## src/rtl/im_arbiter.sv

```systemverilog
// Two-port arbiter in front of the single-port instruction memory: fetch and
// loader share the array via round-robin, with a bounded locked burst for the loader.
module im_arbiter #(
  parameter int DEPTH_W   = 10,
  parameter int MAX_BURST = 8
) (
  input  logic               clk,
  input  logic               reset,
  input  logic               f_req,
  input  logic [31:0]        f_addr,
  output logic               f_gnt,
  output logic               f_rvalid,
  output logic [31:0]        f_rdata,
  output logic               f_err,
  input  logic               l_req,
  input  logic               l_we,
  input  logic [31:0]        l_addr,
  input  logic [31:0]        l_wdata,
  input  logic               l_lock,
  output logic               l_gnt,
  output logic               l_rvalid,
  output logic [31:0]        l_rdata,
  output logic               l_err,
  output logic [DEPTH_W-1:0] mem_addr,
  output logic               mem_we,
  output logic [31:0]        mem_wdata,
  input  logic [31:0]        mem_rdata
);

  localparam int CNT_W = $clog2(MAX_BURST + 1);
  localparam logic [CNT_W-1:0] MAX_CNT = CNT_W'(MAX_BURST);

  typedef enum logic {ST_ARB, ST_BURST} state_t;

  state_t           r_state;
  logic             r_prio;
  logic [CNT_W-1:0] r_burst_cnt;
  logic             r_f_rvalid;
  logic [31:0]      r_f_rdata;
  logic             r_f_err;
  logic             r_l_rvalid;
  logic [31:0]      r_l_rdata;
  logic             r_l_err;

  logic             w_f_gnt;
  logic             w_l_gnt;
  logic             w_any_gnt;
  logic             w_misaligned;
  logic [31:0]      w_addr;
  logic             w_unused_hi;

  // Grants are gated by reset so nothing is accepted while state is being cleared.
  always_comb begin
    w_f_gnt = 1'b0;
    w_l_gnt = 1'b0;
    if (reset) begin
      if (r_state == ST_ARB) begin
        if (l_req && (!f_req || r_prio)) begin
          w_l_gnt = 1'b1;
        end else if (f_req) begin
          w_f_gnt = 1'b1;
        end
      end else begin
        if (l_req && ((r_burst_cnt < MAX_CNT) || !f_req)) begin
          w_l_gnt = 1'b1;
        end else if (f_req) begin
          w_f_gnt = 1'b1;
        end
      end
    end
  end

  assign w_any_gnt    = w_f_gnt | w_l_gnt;
  assign w_addr       = w_l_gnt ? l_addr : f_addr;
  assign w_misaligned = (w_addr[1:0] != 2'b00);
  // Upper address bits are dropped on purpose: accesses wrap within the array.
  assign w_unused_hi  = ^w_addr[31:DEPTH_W+2];

  assign mem_addr  = w_any_gnt ? w_addr[DEPTH_W+1:2] : '0;
  assign mem_we    = w_l_gnt & l_we & ~w_misaligned;
  assign mem_wdata = w_any_gnt ? l_wdata : '0;

  assign f_gnt    = w_f_gnt;
  assign l_gnt    = w_l_gnt;
  assign f_rvalid = r_f_rvalid;
  assign f_rdata  = r_f_rdata;
  assign f_err    = r_f_err;
  assign l_rvalid = r_l_rvalid;
  assign l_rdata  = r_l_rdata;
  assign l_err    = r_l_err;

  always_ff @(posedge clk or negedge reset) begin
    if (!reset) begin
      r_state     <= ST_ARB;
      r_prio      <= 1'b0;
      r_burst_cnt <= '0;
      r_f_rvalid  <= 1'b0;
      r_f_rdata   <= '0;
      r_f_err     <= 1'b0;
      r_l_rvalid  <= 1'b0;
      r_l_rdata   <= '0;
      r_l_err     <= 1'b0;
    end else begin
      r_f_rvalid <= w_f_gnt;
      r_l_rvalid <= w_l_gnt;
      if (w_f_gnt) begin
        r_f_err   <= w_misaligned;
        r_f_rdata <= w_misaligned ? 32'h0 : mem_rdata;
      end
      if (w_l_gnt) begin
        r_l_err   <= w_misaligned;
        r_l_rdata <= w_misaligned ? 32'h0 : (l_we ? l_wdata : mem_rdata);
      end
      if (w_f_gnt) begin
        r_prio <= 1'b1;
      end else if (w_l_gnt) begin
        r_prio <= 1'b0;
      end
      case (r_state)
        ST_ARB: begin
          if (w_l_gnt && l_lock) begin
            r_state     <= ST_BURST;
            r_burst_cnt <= CNT_W'(1);
          end
        end
        default: begin
          if (w_l_gnt && l_lock) begin
            if (r_burst_cnt != MAX_CNT) begin
              r_burst_cnt <= r_burst_cnt + CNT_W'(1);
            end
          end else begin
            // Burst ends; an exit with nobody granted leaves fetch favoured.
            r_state     <= ST_ARB;
            r_burst_cnt <= '0;
            if (!w_f_gnt) begin
              r_prio <= 1'b0;
            end
          end
        end
      endcase
    end
  end

endmodule

```

## config.mk

```make
export PLATFORM = sky130hd
export DESIGN_NAME = im_arbiter
export DESIGN_NICKNAME = d
export VERILOG_FILES = /design/src/rtl/im_arbiter.sv
export SDC_FILE = /design/constraint.sdc
export NUM_CORES = 1
export LEC_CHECK = 0
export CORE_ASPECT_RATIO = 1.5
export CORE_UTILIZATION = 40
export CTS_BUF_LIST = sky130_fd_sc_hd__clkbuf_8
export CTS_CLUSTER_SIZE = 30
export DETAILED_ROUTE_END_ITERATION = 16
export GPL_ROUTABILITY_DRIVEN = 0
export PLACE_DENSITY_LB_ADDON = 0.08
export SLEW_MARGIN = 40
export SYNTH_ARGS = -nofsm -noshare
export SYNTH_HDL_FRONTEND = slang
export SYNTH_SLANG_ARGS = --single-unit
```

## constraint.sdc

```tcl
create_clock -name clk -period 2.81 [get_ports clk]
set_input_delay 0.4215 -clock clk [delete_from_list [all_inputs] [get_ports clk]]
set_output_delay 0.4215 -clock clk [all_outputs]
set_load 0.02 [all_outputs]
```

# After elaboration in Yosys (flattened, before gate mapping)
# Cells that the tools add are included.
dict set report word_totals {
  inputBits 134
  output_inout_bits 113
  ramBits 0
  elab_cells 51
  register_bits 74
  memories 0
  latchBits 0
  rom_bits 0
}
dict set report classes {
  shifts 0
  n_mul 0
  n_eq_ne 2
  div 0
  add_sub_neg 1
  bitwise 4
  order_cmp 1
  reduce_logical 9
  muxes 25
}
# cell count
set op_table {}
lappend op_table {{$mux 32} 4}
lappend op_table {{$mux 4} 4}
lappend op_table {{$mux 1} 15}
lappend op_table {{$mux 12} 1}
lappend op_table {{$mux 10} 1}
lappend op_table {{$add 4x1->4 const B} 1}
lappend op_table {{$lt 4x4->1 const B} 1}
lappend op_table {{$ne 4x4->1 const B} 1}
lappend op_table {{$reduce_bool 2->1} 2}
lappend op_table {{$logic_and 1x1->1} 3}
lappend op_table {{$ne 3x2->1 const B} 1}
lappend op_table {{$and 1x1->1} 2}
lappend op_table {{$logic_or 1x1->1} 2}
lappend op_table {{$reduce_and 2->1} 1}
lappend op_table {{$logic_not 1->1} 1}
lappend op_table {{$not 1->1} 1}
lappend op_table {{$or 1x1->1} 1}

# Depth between registers and ports, before layout
dict set report depth {
  word_depth 11
  ltp_mapped 8
  ltp_nobuf 6
}

# Worst setup path before layout
# No wires, ideal clock.
dict set report synth_timing {
  path_type {register -> output}
  startpoint {reg r_state}
  endpoint {out mem_addr[1]}
  n_path_buf 2
  arrival_time_ns 1.459
  path_stages_with_launch 7
  slack_ns 0.929
  required_time_ns 2.389
  cell_sequence {dfrtp_1 -> buf_6 -> nand2b_4 -> a31o_1 -> inv_1 -> buf_2 -> a22o_1}
}
dict set report synth_via {
  elab_chain_len 4
  elab_cells_between_ends 7
  cone_classes {mux: 6; bitwise: 1}
}
# element line
set synth_lines {}
lappend synth_lines {{start, declared} 35} ;# state_t r_state;
lappend synth_lines {{start signal, assigned} 94} ;# r_state <= ST_ARB;
lappend synth_lines {{start signal, assigned} 122} ;# r_state <= ST_BURST;
lappend synth_lines {{start signal, assigned} 133} ;# r_state <= ST_ARB;
lappend synth_lines {{$mux 1 (*)} 57} ;# if (r_state == ST_ARB) begin
lappend synth_lines {{$mux 1 (*)} 56} ;# if (reset) begin
lappend synth_lines {{via l_gnt} 20} ;# output logic l_gnt,
lappend synth_lines {{$mux 12 / $or 1x1->1 (equally long branches)} {74, 73}}
lappend synth_lines {{$mux 10 (*)} 79} ;# assign mem_addr = w_any_gnt ? w_addr[DEPTH_W+1:2] : '0;
lappend synth_lines {{end, declared} 24} ;# output logic [DEPTH_W-1:0] mem_addr,
# The timed path passes the listed nets; every way through them passes the cells marked *.

# Worst setup path after layout
dict set report layout_timing {
  startpoint {reg r_burst_cnt[3]}
  endpoint {out mem_addr[7]}
}
dict set report layout_via {
  elab_chain_len 8
  elab_cells_between_ends 12
  cone_classes {order compare: 1; mux: 8; bitwise: 1; reduce/logical: 2}
}
# element line
set layout_lines {}
lappend layout_lines {{start, declared} 37} ;# logic [CNT_W-1:0] r_burst_cnt;
lappend layout_lines {{start signal, assigned} 129} ;# r_burst_cnt <= r_burst_cnt + CNT_W'(1);
lappend layout_lines {{$lt 4x4->1 (*)} 64} ;# if (l_req && ((r_burst_cnt < MAX_CNT) || !f_req)) begin
lappend layout_lines {{$logic_or 1x1->1 (*)} 64}
lappend layout_lines {{$logic_and 1x1->1 (*)} 64}
lappend layout_lines {{$mux 1} 64}
lappend layout_lines {{$mux 1} 57}
lappend layout_lines {{$mux 1} 56}
lappend layout_lines {{$mux 12 / $or 1x1->1 (equally long branches)} {74, 73}}
lappend layout_lines {{$mux 10 (*)} 79}
# Every way passes the cells marked *; elsewhere a longest branch is shown, timed or not.

==> load_flow_metrics.sql <==
INSERT INTO impl_metrics (metric_group, metric, value, unit) VALUES
('run_status', 'run_status', 'finished clean', ''),
('route', 'remaining_drc_errors', '0', ''),
('cts', 'clk_path_buf_depth', '2', ''),
('final_layout', 'final_layout_size_suffix_gt1_share', '7.13', '%'),
('route', 'vias_per_cell', '5.06', ''),
('floorplanning', 'die-area', '0.00970', 'mm2'),
('grt', 'grt_start_max_net_pins', '67', ''),
('power', 'p_per_area', '518', 'mW/mm2'),
('power', 'power_report.internal_total', '2.20', 'mW'),
('setup_path', 'timing.rr.start', 'r_burst_cnt[3]', ''),
('route', 'wl_met1', '4800', 'um'),
('sta', 'report.final.hold_viol_count', '0', ''),
('job', 'max_cap_violations', '0', ''),
('yosys', 'synth_top_area_cell', 'sky130_fd_sc_hd__dfrtp_1', ''),
('power', 'power.clock.fraction', '29.9', '%'),
('yosys', 'most_common_library_cells_after_synthesis', '105 x sky130_fd_sc_hd__nand2_1, 74 x sky130_fd_sc_hd__dfrtp_1, 34 x sky130_fd_sc_hd__nand3_1, 32 x sky130_fd_sc_hd__and2_1, 32 x sky130_fd_sc_hd__mux2i_1', ''),
('setup_path', 'rr_worst_depth', '4', ''),
('route', 'detail_route.first_pass.iterations', '4', ''),
('grt', 'grt_antenna_before_repair', '0', ''),
('sta', 'max_freq', '371', 'MHz'),
('setup_path', 'regToRegSetupSlack', '1.12', 'ns'),
('route', 'wl_met2', '5600', 'um'),
('cts', 'clock-root-buffer', 'sky130_fd_sc_hd__clkbuf_8', ''),
('setup_path', 'worst_ep_required_time', '2.39', 'ns'),
('floorplanning', 'effective_utilization_at_floorplan', '41.7', '%'),
('power', 'net_switching_fraction_of_the_power', '30.1', '%'),
('yosys', 'synthesized_nets', '521', ''),
('setup_path', 'critical_path_peak_fanout', '12', ''),
('yosys', 'post_synth_inst_count', '385', ''),
('final_layout', 'stdcell_area', '0.00607', 'mm2'),
('cts', 'cts-htree-levels', '3', ''),
('placement', 'place.detailed.hpwl', '8360', 'um'),
('yosys', 'syn_area_per_cell', '9.67', 'um2'),
('route', 'topRoutingLayerUsed', 'met4', ''),
('grt', 'grt_pass1_vias', '3452', ''),
('floorplanning', 'die_width', '80.8', 'um'),
('cts', 'post_cts.repair.setup_buffers', '0', ''),
('grt', 'gr-usage-all-layers', '24.5', '%'),
('cts', 'tritoncts', 'built', ''),
('power', 'p_switching', '946', 'uW'),
('yosys', 'ys_types', '35', ''),
('placement', 'cell_area_reported_after_detailed_placement', '0.00583', 'mm2'),
('yosys', 'synth_largest_type_area_fraction', '49.8', '%'),
('yosys', 'postSynthRegisterBits', '74', ''),
('final_layout', 'areaGrowthSynthToFinish', '63.1', '%'),
('power', 'share_comb_of_total_power', '30.5', '%'),
('yosys', 'yosys_warnings', '0', ''),
('final_layout', 'insertedDiodeCount', '0', ''),
('route', 'routed-via-count', '3534', ''),
('route', 'wl_per_cell', '16.5', 'um'),
('grt', 'grt_pass1_wl', '17800', 'um'),
('cts', 'clock_sinks', '74', ''),
('floorplanning', 'dieHeight', '120', 'um'),
('power', 'power.sequential.fraction', '39.6', '%'),
('route', 'wirelength', '11500', 'um'),
('sta', 'maxSlewHeadroom', '48.5', '%'),
('power', 'max-vdd-ir-drop', '371', 'uV'),
('sta', 'final.period_utilization', '96.0', '%'),
('min_path', 'min_path_type', 'in -> async', ''),
('sta', 'setup_total_negative_slack', '0', 'ns'),
('floorplanning', 'floorplan.core_area', '0.00893', 'mm2'),
('floorplanning', 'top_level_ports', '247', ''),
('power', 'power.static_leakage', '2.77', 'nW'),
('sta', 'drv_slew', '0', ''),
('final_layout', 'num-nets-final', '720', ''),
('sta', 'setup_violators_final', '0', ''),
('route', 'route.antenna.remaining_nets', '0', ''),
('cts', 'cts_made_buffers', '9', ''),
('yosys', 'synth_async_sr_flop_share', '100', '%'),
('yosys', 'ys.flop_type', 'sky130_fd_sc_hd__dfrtp_1', ''),
('yosys', 'syn_area', '0.00372', 'mm2');
worst max path at each step:
stage	slack [ns]	to	start	cells after the start
final	0.11	mem_addr[7]	r_burst_cnt[3]	6
after floorplan	0.93	mem_addr[1]	r_state	6
after CTS	0.07	mem_addr[9]	r_state	6
after detailed placement	0.15	mem_addr[9]	l_req	7
after global routing	0.01	mem_addr[7]	r_state	6
after global placement	0.16	mem_addr[9]	l_req	7
cell usage in the layout (no fill, tap or decap), drive strengths merged, types with 2 or more instances in the layout:
cell type / instances
clkdlybuf4s50: 203
nand2: 105
dfrtp: 74
nand3: 34
and2: 32
mux2i: 32
o31ai: 32
buf: 14
clkbuf: 11
a22o: 10
inv: 6
o21ai: 5
nand2b: 3
nor2: 3
or2: 3
ha: 2
bufinv: 2
a31o: 2
clkinv: 2
critical path, cell delays in order (launching register included):
cell and delay (ns):
sky130_fd_sc_hd__dfrtp_1 0.45, sky130_fd_sc_hd__nand2b_1 0.20, sky130_fd_sc_hd__a31o_2 0.25, sky130_fd_sc_hd__inv_1 0.12
sky130_fd_sc_hd__buf_12 0.14, sky130_fd_sc_hd__a22o_1 0.16, sky130_fd_sc_hd__clkdlybuf4s50_1 0.61
through the flow:
stage	util, %	hold slack (ns)	instances	setup WS (ns)
4_1_cts	67.9	0.118	699	0.0690
2_1_floorplan	-	0.126	385	0.929
3_3_place_gp	65.2	0.217	682	0.160
3_5_place_dp	65.2	0.217	682	0.149
5_1_grt	67.9	0.132	699	0.0110
6_report	67.9	0.115	699	0.112
kinds of logic after synthesis:
logic type / after synthesis / synth area share [%]
buf+inv: 36 / 5.82
flops: 74 / 49.8
simple gates: 183 / 22.6
compound gates: 57 / 12.3
xor+xnor: 1 / 0.235
mux: 32 / 8.61
fa+ha+maj: 2 / 0.672
layer usage:
layer / up-vias / GRT usage [%]
met3: 19 / 6.62
li1: 1711 / -
met1: 1644 / 31.5
met5: - / 0
met2: 160 / 39.4
met4: 0 / 8.37
flip-flops by register name, summed over array words and instances (netlist names):
name / flops
f_rdata: 32
r_state: 1
r_burst_cnt: 4
f_rvalid: 1
r_prio: 1
l_rvalid: 1
l_rdata: 32
f_err: 1
l_err: 1
power by group through the flow:
stage                     sequential (mW)  clock (mW)  combinational [mW]
after CTS                            1.24       0.970               0.969
after floorplan                      1.39           0               0.309
after global placement               1.26           0               0.948
after global routing                 1.26        1.01                1.03
final                                1.24       0.941               0.958
after detailed placement             1.26           0               0.962
final cells by class:
cell class / count / area (um2)
Inverter: 5 / 23.8
Timing Repair Buffer: 219 / 2170
Sequential cell: 74 / 1850
Tap cell: 110 / 138
Clock inverter: 5 / 77.6
Multi-Input combinational cell: 275 / 1660
Fill cell: 735 / 2870
Clock buffer: 11 / 151
timing repair:
item,in CTS,in global routing
endpoints found under the hold margin,1,0
endpoints found under the setup margin,0,10
hold buffers,1,0
resized for setup,0,2
Note: power is estimated with default switching activity, not from simulation.
